===== src/rtl/id_ex_operand_stage.sv =====
// ============================================================================
// id_ex_operand_stage: one-entry ID/EX register with EX/MEM, MEM/WB forwarding
// Revision: 1.0
// ============================================================================
`default_nettype none

module id_ex_operand_stage #(
  parameter int DW = 32,
  parameter int AW = 5
) (
  input  logic          clk,
  input  logic          reset,
  input  logic          flush,
  input  logic          in_valid,
  output logic          in_ready,
  input  logic [DW-1:0] rs_data,
  input  logic [DW-1:0] rt_data,
  input  logic [AW-1:0] rs_addr,
  input  logic [AW-1:0] rt_addr,
  input  logic [AW-1:0] rd_addr,
  input  logic [4:0]    shamt,
  input  logic [5:0]    funct,
  input  logic [15:0]   imm,
  input  logic          use_imm,
  input  logic          reg_write,
  input  logic          exmem_reg_write,
  input  logic [AW-1:0] exmem_rd,
  input  logic [DW-1:0] exmem_result,
  input  logic          memwb_reg_write,
  input  logic [AW-1:0] memwb_rd,
  input  logic [DW-1:0] memwb_result,
  output logic          out_valid,
  input  logic          out_ready,
  output logic [DW-1:0] alu_in1,
  output logic [DW-1:0] alu_in2,
  output logic [5:0]    alu_con,
  output logic [AW-1:0] ex_rd,
  output logic          ex_reg_write
);

  logic          valid_q,     valid_d;
  logic [DW-1:0] op_a_q,      op_a_d;
  logic [DW-1:0] op_b_q,      op_b_d;
  logic [AW-1:0] rs_q,        rs_d;
  logic [AW-1:0] rt_q,        rt_d;
  logic [AW-1:0] rd_q,        rd_d;
  logic [5:0]    funct_q,     funct_d;
  logic          reg_write_q, reg_write_d;
  logic          src_a_reg_q, src_a_reg_d;
  logic          src_b_reg_q, src_b_reg_d;

  logic          w_accept;
  logic          w_shift_imm;

  // EX/MEM wins over MEM/WB; register 0 is hard-wired and never bypassed.
  function automatic logic [DW-1:0] fwd(
    input logic          is_reg,
    input logic [AW-1:0] addr,
    input logic [DW-1:0] own,
    input logic          em_we,
    input logic [AW-1:0] em_rd,
    input logic [DW-1:0] em_val,
    input logic          mw_we,
    input logic [AW-1:0] mw_rd,
    input logic [DW-1:0] mw_val
  );
    logic [DW-1:0] r;
    r = own;
    if (is_reg && (addr != '0)) begin
      if (em_we && (em_rd == addr))      r = em_val;
      else if (mw_we && (mw_rd == addr)) r = mw_val;
    end
    return r;
  endfunction

  assign alu_in1 = fwd(src_a_reg_q, rs_q, op_a_q, exmem_reg_write, exmem_rd,
                       exmem_result, memwb_reg_write, memwb_rd, memwb_result);
  assign alu_in2 = fwd(src_b_reg_q, rt_q, op_b_q, exmem_reg_write, exmem_rd,
                       exmem_result, memwb_reg_write, memwb_rd, memwb_result);

  assign in_ready     = !valid_q || out_ready;
  assign out_valid    = valid_q;
  assign alu_con      = funct_q;
  assign ex_rd        = rd_q;
  assign ex_reg_write = reg_write_q && valid_q;

  assign w_accept    = in_valid && in_ready;
  assign w_shift_imm = (funct == 6'b000000) || (funct == 6'b000010) ||
                       (funct == 6'b000011);

  always_comb begin
    valid_d     = valid_q;
    op_a_d      = op_a_q;
    op_b_d      = op_b_q;
    rs_d        = rs_q;
    rt_d        = rt_q;
    rd_d        = rd_q;
    funct_d     = funct_q;
    reg_write_d = reg_write_q;
    src_a_reg_d = src_a_reg_q;
    src_b_reg_d = src_b_reg_q;
    if (flush) begin
      valid_d = 1'b0;
    end else if (w_accept) begin
      valid_d     = 1'b1;
      op_a_d      = w_shift_imm ? {{(DW-5){1'b0}}, shamt} : rs_data;
      op_b_d      = use_imm ? {{(DW-16){imm[15]}}, imm} : rt_data;
      rs_d        = rs_addr;
      rt_d        = rt_addr;
      rd_d        = rd_addr;
      funct_d     = funct;
      reg_write_d = reg_write;
      src_a_reg_d = !w_shift_imm;
      src_b_reg_d = !use_imm;
    end else if (valid_q && out_ready) begin
      valid_d = 1'b0;
    end else if (valid_q) begin
      // Stalled: keep the forwarded operands so they outlive their producer.
      op_a_d = alu_in1;
      op_b_d = alu_in2;
    end
  end

  always_ff @(posedge clk) begin
    if (reset) begin
      valid_q     <= 1'b0;
      op_a_q      <= '0;
      op_b_q      <= '0;
      rs_q        <= '0;
      rt_q        <= '0;
      rd_q        <= '0;
      funct_q     <= '0;
      reg_write_q <= 1'b0;
      src_a_reg_q <= 1'b0;
      src_b_reg_q <= 1'b0;
    end else begin
      valid_q     <= valid_d;
      op_a_q      <= op_a_d;
      op_b_q      <= op_b_d;
      rs_q        <= rs_d;
      rt_q        <= rt_d;
      rd_q        <= rd_d;
      funct_q     <= funct_d;
      reg_write_q <= reg_write_d;
      src_a_reg_q <= src_a_reg_d;
      src_b_reg_q <= src_b_reg_d;
    end
  end

endmodule

`default_nettype wire


===== config.mk =====
export PLATFORM = sky130hd
export DESIGN_NAME = id_ex_operand_stage
export DESIGN_NICKNAME = d
export VERILOG_FILES = /design/src/rtl/id_ex_operand_stage.sv
export SDC_FILE = /design/constraint.sdc
export NUM_CORES = 1
export LEC_CHECK = 0
export BUFFER_PORTS_ARGS = -buffer_cell sky130_fd_sc_hd__buf_2
export CORE_ASPECT_RATIO = 0.75
export CORE_UTILIZATION = 40
export CTS_CLUSTER_SIZE = 20
export DETAILED_ROUTE_END_ITERATION = 10
export GPL_TIMING_DRIVEN = 0
export PLACE_DENSITY = 0.68
export SLEW_MARGIN = 15
export SYNTH_ARGS = -nofsm -noshare
export SYNTH_HDL_FRONTEND = slang
export SYNTH_SLANG_ARGS = --single-unit

===== constraint.sdc =====
create_clock -name clk -period 2.45 [get_ports clk]
set_input_delay 0 -clock clk [delete_from_list [all_inputs] [get_ports clk]]
set_output_delay 0 -clock clk [all_outputs]
set_load 0.005 [all_outputs]

# Yosys cells after proc, flatten, opt, wreduce, memory -nomap -nowiden
# Index checks and enable logic that the tools add are counted.
dict set report totals {
  in_bits 189
  output_inout_bits 78
  regBits 89
  wordCells 57
}
dict set report op_classes {
  n_reduce_logical 23
  bitwise_logic 1
  muxes 16
  n_eq_ne 7
}
# cell count
set op_table {}
lappend op_table {{32-bit two-way mux} 14}
lappend op_table {{5-bit equality test} 4}
lappend op_table {{6-bit by 2-bit equality test with 1-bit output (second input constant)} 2}
lappend op_table {{5-bit nonzero test} 2}
lappend op_table {{1-bit logical AND} 9}
lappend op_table {{6-bit logical NOT} 1}
lappend op_table {{2-bit nonzero test} 2}
lappend op_table {{1-bit logical NOT} 3}
lappend op_table {{1-bit logical OR} 3}
lappend op_table {{3-bit AND reduction} 1}
lappend op_table {{1-bit two-way mux} 2}
lappend op_table {{2-bit inequality test (second input constant)} 1}
lappend op_table {{2-bit AND reduction} 1}
lappend op_table {{2-bit OR reduction} 1}
lappend op_table {{1-bit NOT} 1}

# Logic depth before layout (Yosys ltp)
dict set report depth {
  depth_word 8
  mapped_depth 9
  depth_no_buf 6
}

# Least setup slack after synthesis
# OpenSTA, ideal clock, no wires.
dict set report synth_path {
  path_type {register to register}
  from {reg rs_q[4]}
  to {reg op_a_q[10]}
  required_ns 2.328
  path_buffers 2
  path_stages_with_launch 8
  synth_period_minus_slack_ns 2.031
  arrival_time_ns 1.909
  setup_time_ns 0.122
  slack_ns 0.419
  cell_sequence {dfxtp_1 -> or4_4 -> o21a_4 -> and2_4 -> buf_6 -> buf_6 -> and3_1 -> a311o_1}
}
dict set report synth_via {
  elab_chain_cells 8
  word_cells_on_any_way 12
  cone_classes {eq/ne (2); mux (6); reduce/logical (4)}
}
# item line
set synth_lines {}
lappend synth_lines {{start: declaration} 44} ;# logic [AW-1:0] rs_q, rs_d;
lappend synth_lines {{start signal: assignment} 140} ;# rs_q <= rs_d;
lappend synth_lines {{5-bit equality test} 71} ;# else if (mw_we && (mw_rd == addr)) r = mw_val;
lappend synth_lines {{1-bit logical AND} 71}
lappend synth_lines {{32-bit two-way mux} 71}
lappend synth_lines {{32-bit two-way mux} 70} ;# if (em_we && (em_rd == addr)) r = em_val;
lappend synth_lines {{32-bit two-way mux (*)} 69} ;# if (is_reg && (addr != '0)) begin
lappend synth_lines {{32-bit two-way mux (*)} 117} ;# end else if (valid_q) begin
lappend synth_lines {{32-bit two-way mux (*)} 115} ;# end else if (valid_q && out_ready) begin
lappend synth_lines {{32-bit two-way mux (*)} 104} ;# end else if (w_accept) begin
lappend synth_lines {{end signal: assignment} 138} ;# op_a_q <= op_a_d;
lappend synth_lines {{end: declaration} 42} ;# logic [DW-1:0] op_a_q, op_a_d;
# Every way passes the cells marked *; elsewhere a longest branch is shown, timed or not. The select of a mux whose other input is x is not followed.
# A chain may end at the register's enable or synchronous reset.

# Worst setup path in the final report
dict set report layout_path {
  from {reg rt_q[3]}
  to {out alu_in2[24]}
}
dict set report layout_via {
  elab_chain_cells 5
  word_cells_on_any_way 9
  cone_classes {eq/ne (2); mux (3); reduce/logical (4)}
}
# item line
set layout_lines {}
lappend layout_lines {{start: declaration} 45} ;# logic [AW-1:0] rt_q, rt_d;
lappend layout_lines {{start signal: assignment} 141} ;# rt_q <= rt_d;
lappend layout_lines {{5-bit equality test} 71}
lappend layout_lines {{1-bit logical AND} 71}
lappend layout_lines {{32-bit two-way mux} 71}
lappend layout_lines {{32-bit two-way mux} 70}
lappend layout_lines {{32-bit two-way mux (*)} 69}
lappend layout_lines {{end: declaration} 35} ;# output logic [DW-1:0] alu_in2,
# Every way passes the cells marked *; elsewhere a longest branch is shown, timed or not.

==> flow_summary.toml <==
[outcome]
run_status = "complete, but fails checks"
violations = "setup timing"

[placed_design]
placed_cell_area_sq_mm = 0.00820
dp.final_hpwl_mm = 22.1
gp_congestion = 0.989
port_buffers = 264
pre_cts_slack_ns = -0.153
dp.cells = 1289

[sta]
period_minus_slack_ns = 2.50
drv_slew = 0
worst_slack_ns = -0.0525
worst_slew_pin_slew_ns = 0.670
whs_ns = 0.0184
min_period_over_period = 1.02
finClkSkew_ns = 0.00692
relSlewSlack = 0.552
max_freq_mhz = 400
setup_violations = 4
hold_violations = 0
rsz0062_at_grt = "true"

[pwr]
power_density_mw_per_mm2 = 427
comb_power_share = 0.253
swShare = 0.332
switching_power_w = 0.00133
vdd_drop_max_uv = 359
clkPwrFrac = 0.351
p_int_w = 0.00266
p_leak_nw = 4.11
p_seq_frac = 0.396

[clocking]
clockBufferDepth = 2
tritoncts = "done"
clkTransAtPathRegs_ns = 0.07
clk_latency_ns = 0.36
cts_inserted_buffers = 9
cts_max_level = 3
clock_sinks = 89
cts_root_buf = "clkbuf_16"

[critical_path]
critical_path_class = "reg2out"
worstSetupEndpointType = "primary output"
ff2ff_setup_slack_ns = 0
worstSetupStartpointType = "register"
reg2reg_depth = 7
cp.arrival_ns = 2.50
timing.rr.end = "op_b_q[2]"
cp.required_ns = 2.45
worstPathMaxFanout = 10
reg2reg_from = "rt_q[3]"

[floorplanning]
start_util = 0.411
die_area_sq_mm = 0.0171
boundaryPins = 267
die_h_um = 113
die_w_um = 151
rows = 40
core_area_sq_mm = 0.0161

[min_path]
hp-class = "in2reg"
hold_path_depth = 3
hp-start = "exmem_result[5]"
holdPathEnd = "op_a_q[5]"

[routing]
ant_nets = 0
drc = 0
vias_per_cell = 6.36
first_pass_iters = 7
wire_per_inst_um = 21.5
drt_wl_total_mm = 29.4
vias = 8717
drt-initial-drc-count = 978

[finish]
drive_above_1_share = 0.342
fin_area_sq_mm = 0.00936
final_nets = 1340
final_util = 0.581
instances_no_fill = 1370
syn_to_final_growth_pct = 41.3

[global_route]
grt_pass1_wl_mm = 42.7
track_usage = 0.328
grt_max_degree = 18
antenna_found_initial = 4
grt_overflow = 0
grt_pass1_vias = 7511

[logic_synthesis]
syn_nets = 1004
synth_cells = 815
synth_edf_count = 0
postSynthAreaPerCell_sq_um = 8.12
yosys_register_bits = 89
synth.largest_area_cell = "dfxtp_1"
synthTopCellsByArea = "dfxtp_1 27%, o22ai_1 4.6%, a221oi_1 4.2%, a2bb2oi_1 4.2%, nand2_1 4.2%"
syn_area_sq_mm = 0.00662
yosysTopAreaCellShare = 0.269
synth_cell_types = 54
async_reset_ff_frac = 0
ys.warnings.count = 0
ys_seq_area_frac = 0.269
synthFlopType = "dfxtp_1"

[job]
cap_violations = 0
worst max-delay path: stages, from the launching register on:
cell and delay, ns:
dfxtp_2 0.38, xor2_1 0.20, nor4_4 0.39, buf_4 0.20, o211ai_4 0.12, clkbuf_2 0.23, o32ai_1 0.40, a21oi_1 0.08
buf_2 0.14
through the flow:
step | power [W] | TNS (ns)
floorplan | 0.00203 | 0
global placement | 0.00246 | -1.90
detailed placement | 0.00247 | -2.40
CTS | 0.00392 | 0
global route | 0.00411 | -0.555
finish | 0.00399 | -0.0908
repair_timing:
item,CTS,global route
hold buffers,49,0
endpoints found under the hold margin,49,0
gates resized for setup,38,50
endpoints found under the setup margin,93,99
pin swaps,4,8
setup buffers,6,6
routing by layer:
layer | track usage | part of all wire | wire length [um]
met1 | 0.479 | 0.44 | 12900
met2 | 0.459 | 0.42 | 12300
met3 | 0.0792 | 0.11 | 3350
met4 | 0.123 | 0.029 | 855
met5 | 0 | 0 | 0
cells by family (layout without fill, tap and decap cells):
logic type	Yosys count	in the layout	share of synthesized area
mux	15	15	0.0255
buf+inv	110	451	0.0726
simple gates	196	196	0.161
xor+xnor	20	20	0.0265
other cells	0	4	0
flops	89	89	0.269
compound gates	385	385	0.446
synth_stat cells (21+ instances only):
master and count:
inv_1 25, clkbuf_1 63, nand2_1 74, o21ai_0 52, a22o_1 27, dfxtp_1 89
a31oi_1 21, a221oi_1 32, o22ai_1 49, a2bb2oi_1 32, a21oi_1 41, a311o_1 27
and3_1 32
area by class of cell:
class | count | area [sq um]
fillers | 1539 | 6760
well taps | 210 | 263
plain buffers | 85 | 438
repair buffers | 325 | 1900
clock inverters | 7 | 61.3
multi-input cells | 616 | 4580
flip-flops and latches | 89 | 1790
diodes | 4 | 10.0
inverters | 25 | 93.8
clock buffers | 9 | 225
power by group through the flow:
stage	sequential [W]	clock, W	combinational (W)
6_report	0.00158	0.00140	0.00101
4_1_cts	0.00158	0.00140	0.000948
3_5_place_dp	0.00161	0	0.000863
3_3_place_gp	0.00161	0	0.000855
2_1_floorplan	0.00159	0	0.000436
5_1_grt	0.00159	0.00145	0.00107
state kept, by name (all words and copies together), names as in the netlist:
name,cells
alu_con,6
ex_rd,5
op_a_q,32
reg_write_q,1
src_a_reg_q,1
out_valid,1
rt_q,5
src_b_reg_q,1
op_b_q,32
rs_q,5
cells in the final DEF, fill, tap and decap left out, drive strengths merged, types with 3 or more instances in the layout:
cell,count
buf,302
dfxtp,89
nand2,74
clkbuf,68
o21ai,55
o22ai,49
dlygate4sd3,49
a21oi,41
a2bb2oi,32
and3,32
a221oi,32
inv,30
a22o,27
a311o,27
a31oi,21
nand2b,19
o32ai,17
o211a,16
xnor2,16
a221o,15
mux2,15
o2111a,15
a311oi,15
and4,14
nand3,12
nor2,11
nand4,10
o211ai,7
nor4,7
and2,6
a22oi,6
o31ai,5
diode,4
xor2,4
or4,3
a211oi,3
nor3,3
how the worst max path moves through the flow:
| stage | from | slack, ns | end |
|---|---|---|---|
| 3_5_place_dp | rt_q[3] | -0.15 | op_b_q[30] |
| 6_report | rt_q[3] | -0.05 | alu_in2[24] |
| 2_1_floorplan | rs_q[4] | 0.42 | op_a_q[10] |
| 3_3_place_gp | rt_q[4] | -0.1 | op_b_q[27] |
| 4_1_cts | rt_q[0] | 0.002 | alu_in2[11] |
| 5_1_grt | rt_q[3] | -0.06 | alu_in2[24] |
Power figures use the tool's default switching activity.
